[src/rtl/jk_pkg.sv]
// Shared encodings for the multi-mode JK register: mode selects and the
// direction meaning used by both the counter and the shifter.
package jk_pkg;

  localparam logic [1:0] MODE_JK    = 2'b00;
  localparam logic [1:0] MODE_LOAD  = 2'b01;
  localparam logic [1:0] MODE_COUNT = 2'b10;
  localparam logic [1:0] MODE_SHIFT = 2'b11;

  // One dir pin serves both functions: 1 = count up / shift toward MSB.
  localparam logic DIR_UP   = 1'b1;
  localparam logic DIR_LEFT = 1'b1;

endpackage

[src/rtl/jk_cell.sv]
// Single JK storage cell with clock enable and a synchronous, active-high
// reset to a per-cell value.
module jk_cell (
  input  logic clk,
  input  logic rst,
  input  logic rst_val,
  input  logic ce,
  input  logic j,
  input  logic k,
  output logic q
);

  // NOTE: state is assigned with <= so every cell samples the pre-edge value
  // of its neighbours; blocking assignments here would create order-dependent
  // shift and count behaviour.
  always_ff @(posedge clk) begin
    if (rst) begin
      q <= rst_val;
    end else if (ce) begin
      case ({j, k})
        2'b01:   q <= 1'b0;
        2'b10:   q <= 1'b1;
        2'b11:   q <= ~q;
        default: q <= q;
      endcase
    end
  end

endmodule

[src/rtl/jk_flex_reg.sv]
// WIDTH-bit register of JK cells operating as a per-bit JK register, parallel
// load register, up/down counter or bidirectional shift register.
module jk_flex_reg
  import jk_pkg::*;
#(
  parameter int               WIDTH   = 8,
  parameter logic [WIDTH-1:0] RST_VAL = '0
) (
  input  logic             clk,
  input  logic             rst,
  input  logic             en,
  input  logic [1:0]       mode,
  input  logic             dir,
  input  logic [WIDTH-1:0] j,
  input  logic [WIDTH-1:0] k,
  input  logic [WIDTH-1:0] d,
  input  logic             si,
  output logic [WIDTH-1:0] q,
  output logic [WIDTH-1:0] qn,
  output logic             so,
  output logic             wrap
);

  logic [WIDTH-1:0] t;
  logic [WIDTH-1:0] nxt;
  logic [WIDTH-1:0] cell_j;
  logic [WIDTH-1:0] cell_k;

  // Toggle enables for a ripple-free synchronous counter: a bit flips when all
  // lower bits are 1 (up) or all are 0 (down).
  always_comb begin
    logic carry;
    carry = 1'b1;
    t     = '0;
    for (int i = 0; i < WIDTH; i++) begin
      t[i]  = carry;
      carry = carry & ((dir == DIR_UP) ? q[i] : ~q[i]);
    end
  end

  assign nxt = (dir == DIR_LEFT) ? {q[WIDTH-2:0], si} : {si, q[WIDTH-1:1]};

  // NOTE: both outputs get a value before the case so no path leaves them
  // unassigned, which would otherwise infer latches.
  always_comb begin
    cell_j = j;
    cell_k = k;
    case (mode)
      MODE_LOAD: begin
        cell_j = d;
        cell_k = ~d;
      end
      MODE_COUNT: begin
        cell_j = t;
        cell_k = t;
      end
      MODE_SHIFT: begin
        cell_j = nxt;
        cell_k = ~nxt;
      end
      default: begin
        cell_j = j;
        cell_k = k;
      end
    endcase
  end

  for (genvar i = 0; i < WIDTH; i++) begin : g_cell
    jk_cell u_cell (
      .clk    (clk),
      .rst    (rst),
      .rst_val(RST_VAL[i]),
      .ce     (en),
      .j      (cell_j[i]),
      .k      (cell_k[i]),
      .q      (q[i])
    );
  end

  assign qn = ~q;

  always_ff @(posedge clk) begin
    if (rst) begin
      so   <= 1'b0;
      wrap <= 1'b0;
    end else begin
      wrap <= en && (mode == MODE_COUNT) &&
              ((dir == DIR_UP) ? (&q) : ~(|q));
      if (en && (mode == MODE_SHIFT)) begin
        so <= (dir == DIR_LEFT) ? q[WIDTH-1] : q[0];
      end
    end
  end

endmodule

[config.mk]
export PLATFORM = sky130hd
export DESIGN_NAME = jk_flex_reg
export DESIGN_NICKNAME = d
export VERILOG_FILES = /design/src/rtl/jk_pkg.sv /design/src/rtl/jk_cell.sv /design/src/rtl/jk_flex_reg.sv
export SDC_FILE = /design/constraint.sdc
export NUM_CORES = 1
export LEC_CHECK = 0
export BUFFER_PORTS_ARGS = -buffer_cell sky130_fd_sc_hd__buf_2
export CAP_MARGIN = 20
export CORE_MARGIN = 4
export CORE_UTILIZATION = 38
export CTS_BUF_LIST = sky130_fd_sc_hd__clkbuf_2 sky130_fd_sc_hd__clkbuf_4 sky130_fd_sc_hd__clkbuf_8
export DETAILED_ROUTE_END_ITERATION = 8
export GPL_ROUTABILITY_DRIVEN = 0
export GPL_TIMING_DRIVEN = 1
export PLACE_DENSITY_LB_ADDON = 0.1
export REMOVE_ABC_BUFFERS = 1
export SETUP_SLACK_MARGIN = 0.05
export SYNTH_ARGS = -nofsm -noshare
export SYNTH_HDL_FRONTEND = slang
export SYNTH_SLANG_ARGS = --single-unit
[constraint.sdc]
create_clock -name clk -period 1.6 [get_ports clk]
set_clock_uncertainty 0.15 [all_clocks]
set_input_delay 0.4 -clock clk [delete_from_list [all_inputs] [get_ports clk]]
set_output_delay 0.4 -clock clk [all_outputs]
set_load 0.01 [all_outputs]
Word-level counts from Yosys, hierarchy flattened --
Cells that the tools add are included.
Cells by class: mux-type cells 20, bitwise operators 18, reductions and logical operators 21, equality and inequality tests 27
Operators with widths (count):
- 8-bit one-hot mux with 3 select lines | 2
- 2-bit equality test (second input constant) | 18
- 8-bit inverter | 3
- 1-bit one-hot mux with 3 select lines | 8
- 3-bit nonzero test | 8
- 2-bit by 1-bit equality test with 1-bit output (second input constant) | 9
- 2-bit AND reduction | 8
- 1-bit 2-to-1 mux | 9
- 1-bit inverter | 9
- 8-bit 2-to-1 mux | 1
- 8-bit AND reduction | 1
- 8-bit OR reduction | 1
- 1-bit bitwise AND | 6
- 1-bit logical AND | 3
Storage, ports and cells: register bits after elaboration 10, output and inout port bits 18

Logic depth before layout (Yosys ltp) --
depth in word-level cells 12, gate-level depth with buffers 6, gate-level depth less buffers 4

Modules after synthesis --
Synthesis repeated with hierarchy kept, for this count alone.
Unflattened totals: cell total of the unflattened synthesis 203, area total of the unflattened synthesis 1564.0 um^2
Modules (own cells, without submodules):
- jk_flex_reg | cells each 123, instances 1, area an instance 813.3 um^2
- jk_cell | cells each 10, instances 8, area an instance 93.8 um^2

Worst setup path before layout --
OpenSTA, ideal clock, no wires.
path kind flip-flop to flip-flop, start register g_cell[2].u_cell.q, end register g_cell[5].u_cell.q, data required time 1.328 ns, period minus slack after synthesis 1.812 ns, arrival 1.540 ns, cell stages (with the launch flop) 5, path slack -0.212 ns, path through dfxtp_1 -> or4_4 -> a221oi_2 -> nor3_1 -> o311a_1
Between the ends: cells in the longest elaborated chain, start to end 9, elaborated cells on any way between the ends 13, classes of those cells 3 x eq/ne; 4 x mux; 4 x bitwise; 2 x reduce/logical
RTL lines:
- start, declared | line jk_cell.sv:10 | output logic q
- start signal, assigned | line jk_cell.sv:18 | q <= rst_val;
- start signal, assigned | line jk_cell.sv:23 | 2'b11: q <= ~q;
- start signal, assigned | line jk_cell.sv:24 | default: q <= q;
- 1-bit inverter | line jk_flex_reg.sv:37 | carry = carry & ((dir == DIR_UP) ? q[i] : ~q[i]);
- 1-bit 2-to-1 mux * | line jk_flex_reg.sv:37
- 1-bit bitwise AND * (3 in a row) | line jk_flex_reg.sv:37
- 8-bit one-hot mux with 3 select lines | line jk_flex_reg.sv:48 | case (mode)
- 2-bit by 1-bit equality test with 1-bit output / 2-bit equality test (equally long branches) | line jk_cell.sv:20 | case ({j, k})
- 3-bit nonzero test (no source line)
- 2-bit AND reduction (no source line)
- end signal, assigned | line jk_cell.sv:18
- end signal, assigned | line jk_cell.sv:23
- end signal, assigned | line jk_cell.sv:24
- end, declared | line jk_cell.sv:10
Mark *: on every way between the ends. The rest lies on a longest branch, timed or not. A chain may end at the register's enable or synchronous reset.

Worst setup path in the final report --
Same ends and word-level chain as after synthesis.

==> impl_metrics.toml <==
[outcome]
status = "complete, but fails checks"
violations = "negative setup slack"

[detailed_routing]
routed_wl_um = 4380
drtIter0Drc = 121
postRouteAntennaNets = 0
dr.pass1.iters = 5
avgViaCountPerCell = 6.02
dr_total_vias = 1517
wl_per_cell_um = 17.4
drc = 0

[job]
maxCapViolations = 0

[sta]
post-route-min-period_ns = 1.88
period_share = 1.18
slew_headroom = 0.712
worst_slew_pin_slew_ns = 0.421
drv_slew = 0
timing.fmax_mhz = 531
hold_viol = 0
setup_slack_ns = -0.285
tns_ns = -1.32
rsz0062_at_grt = "yes"
setup_viol = 6

[hold_path]
min_path_type = "in2reg"

[logic_synthesis]
synth_seq_cells = 10
synth-edff-count = 0
synthArstFlopShare = 0
synth_area_leader_cell = "dfxtp_1"
synth.area.top_cells = "dfxtp_1 17%, a21oi_1 7.4%, mux2i_1 6.1%, buf_4 5.9%, a221oi_2 3.9%"
yosysSeqAreaShare = 0.174
synthFlopType = "dfxtp_1"
synth_area_um2 = 1150
synth_top_cell_area_share = 0.174
ys_warn_count = 0
synth.distinct_cells = 44
syn_avg_cell_area_um2 = 7.34
synth_cells = 157

[die]
initial_core_util = 0.407
dieWidth_um = 63.1
pin_count = 49
fp-row-count = 19
dieArea_um2 = 3980
die_h_um = 63.1
core_um2 = 2830

[clocking]
clk_pin_slew_ns = 0.08
ctsRootBufferMaster = "clkbuf_4"
clock_sinks = 10
clk_latency_ns = 0.28
cts_made_buffers = 3
htreeDepth = 1
cts_tree = "built"
clock_path_buffers = 2

[grt]
grt_pass1_vias = 1446
grt.total_usage = 0.215
grt_max_degree = 14
grt_antenna_before_repair = 0
grt_pass1_wl_um = 6890
grt_overflow = 0

[cells_and_area]
antenna_cells = 0
fill_cells = 254
fin_area_um2 = 1750
final_util = 0.619
final_cells = 252
drive_gt1_frac = 0.552
syn_to_final_growth_pct = 51.9
final_nets = 254

[pwr]
power_density_nw_per_um2 = 582
pwr-share-seq = 0.291
power.internal_uw = 623
finalPower_uw = 1020
p_sw_frac = 0.388
clockPowerShare = 0.188
peakVddDrop_v = 0.000373
p_leak_uw = 0.000799
combPwrFrac = 0.521
switching_power_uw = 396

[critical_path]
start_kind = "flop"
worstSetupEndpointType = "flop"
arrival_ns = 1.90
critPathKind = "reg2reg"
critPathRequiredTime_ns = 1.61
cp_max_fo = 4

[placement]
portBuffers = 48
dp_hpwl_um = 3130
placed_cell_area_um2 = 1540
place_inst = 244
[logic make-up after synthesis]
family | count (synthesis) | synth area share
simple gates | 48 | 0.232
compound gates | 57 | 0.369
flops | 10 | 0.174
buf+inv | 32 | 0.139
mux | 8 | 0.0706
xor+xnor | 2 | 0.0152
[power by group through the flow]
stage / clock, uW / combinational [uW] / sequential, uW
3_3_place_gp: 0 / 431 / 296
6_report: 192 / 531 / 297
4_1_cts: 199 / 474 / 294
2_1_floorplan: 0 / 185 / 319
5_1_grt: 216 / 573 / 299
3_5_place_dp: 0 / 440 / 296
[cell usage after synthesis, types with 4 or more instances]
cell type  count
o21ai_0        5
mux2i_1        7
buf_4          9
nor3_1         5
dfxtp_1       10
nor2b_1        7
o221ai_1       4
buf_2          5
a21oi_1       17
o22ai_1        5
nor2_1        11
clkbuf_1       9
inv_1          9
nand2b_1       5
[critical path, cell delays in order, from the launching register on]
cell and delay, ns:
dfxtp_2 0.34, or4_4 0.60, a221oi_4 0.33, nor3_2 0.06
o311a_1 0.30
[state kept, by name, indices dropped and copies added, names as in the netlist]
register         count
g_cell.u_cell.q      8
so                   1
wrap                 1
[final timing paths]
| path | start | to | slack [ns] | cells after the start |
|---|---|---|---|---|
| min reg2reg | so$_SDFFE_PP0P_ | so$_SDFFE_PP0P_ | 0.40 | 2 |
| max | g_cell[2].u_cell.q$_SDFFE_PP0P_ | g_cell[5].u_cell.q$_SDFFE_PP0P_ | -0.28 | 4 |
| max reg2reg | g_cell[2].u_cell.q$_SDFFE_PP0P_ | g_cell[5].u_cell.q$_SDFFE_PP0P_ | -0.28 | 4 |
| min | j[2] | g_cell[2].u_cell.q$_SDFFE_PP0P_ | 0.27 | 3 |
[layout make-up]
type	count	area, um2	area share
Sequential cell	10	213	0.122
Clock buffer	3	22.5	0.0129
Timing Repair Buffer	84	558	0.319
Multi-Input combinational cell	115	880	0.503
Tap cell	31	38.8	0.0222
Inverter	9	38.8	0.0222
[timing repair]
item,in CTS,in global routing
gates resized for setup,18,24
setup endpoints to repair,15,18
hold buffers,0,0
setup buffers,3,3
pin swaps,9,8
[per-stage QoR]
step	setup slack [ns]	hold WS [ns]
global placement	-0.329	0.348
floorplan	-0.262	0.316
detailed placement	-0.378	0.389
finish	-0.285	0.266
global route	-0.333	0.262
CTS	-0.257	0.265
[layer usage]
layer / share of wire / global-route usage / up-vias
met5: 0 / 0 / -
met4: 0.0098 / 0.0771 / 0
met3: 0.069 / 0.0586 / 7
met2: 0.50 / 0.353 / 75
met1: 0.42 / 0.269 / 715
li1: - / - / 720
[layout by cell type (no fill, tap or decap), types with 3 or more instances in the layout]
master and instances:
nand2_1 3, inv_2 4, nand2b_1 4, buf_6 10, clkbuf_4 3, nor2_1 11
o21ai_0 5, buf_4 30, buf_2 44, mux2i_1 7, inv_1 3, dfxtp_2 4
nand4_1 3, dfxtp_1 4, a211o_1 3, o22ai_1 4, o221ai_1 3, o221a_2 3
nand3_1 3, nor2b_1 7, a21oi_1 15, nor3_1 3
No activity file was read; power rests on OpenSTA's default activity.
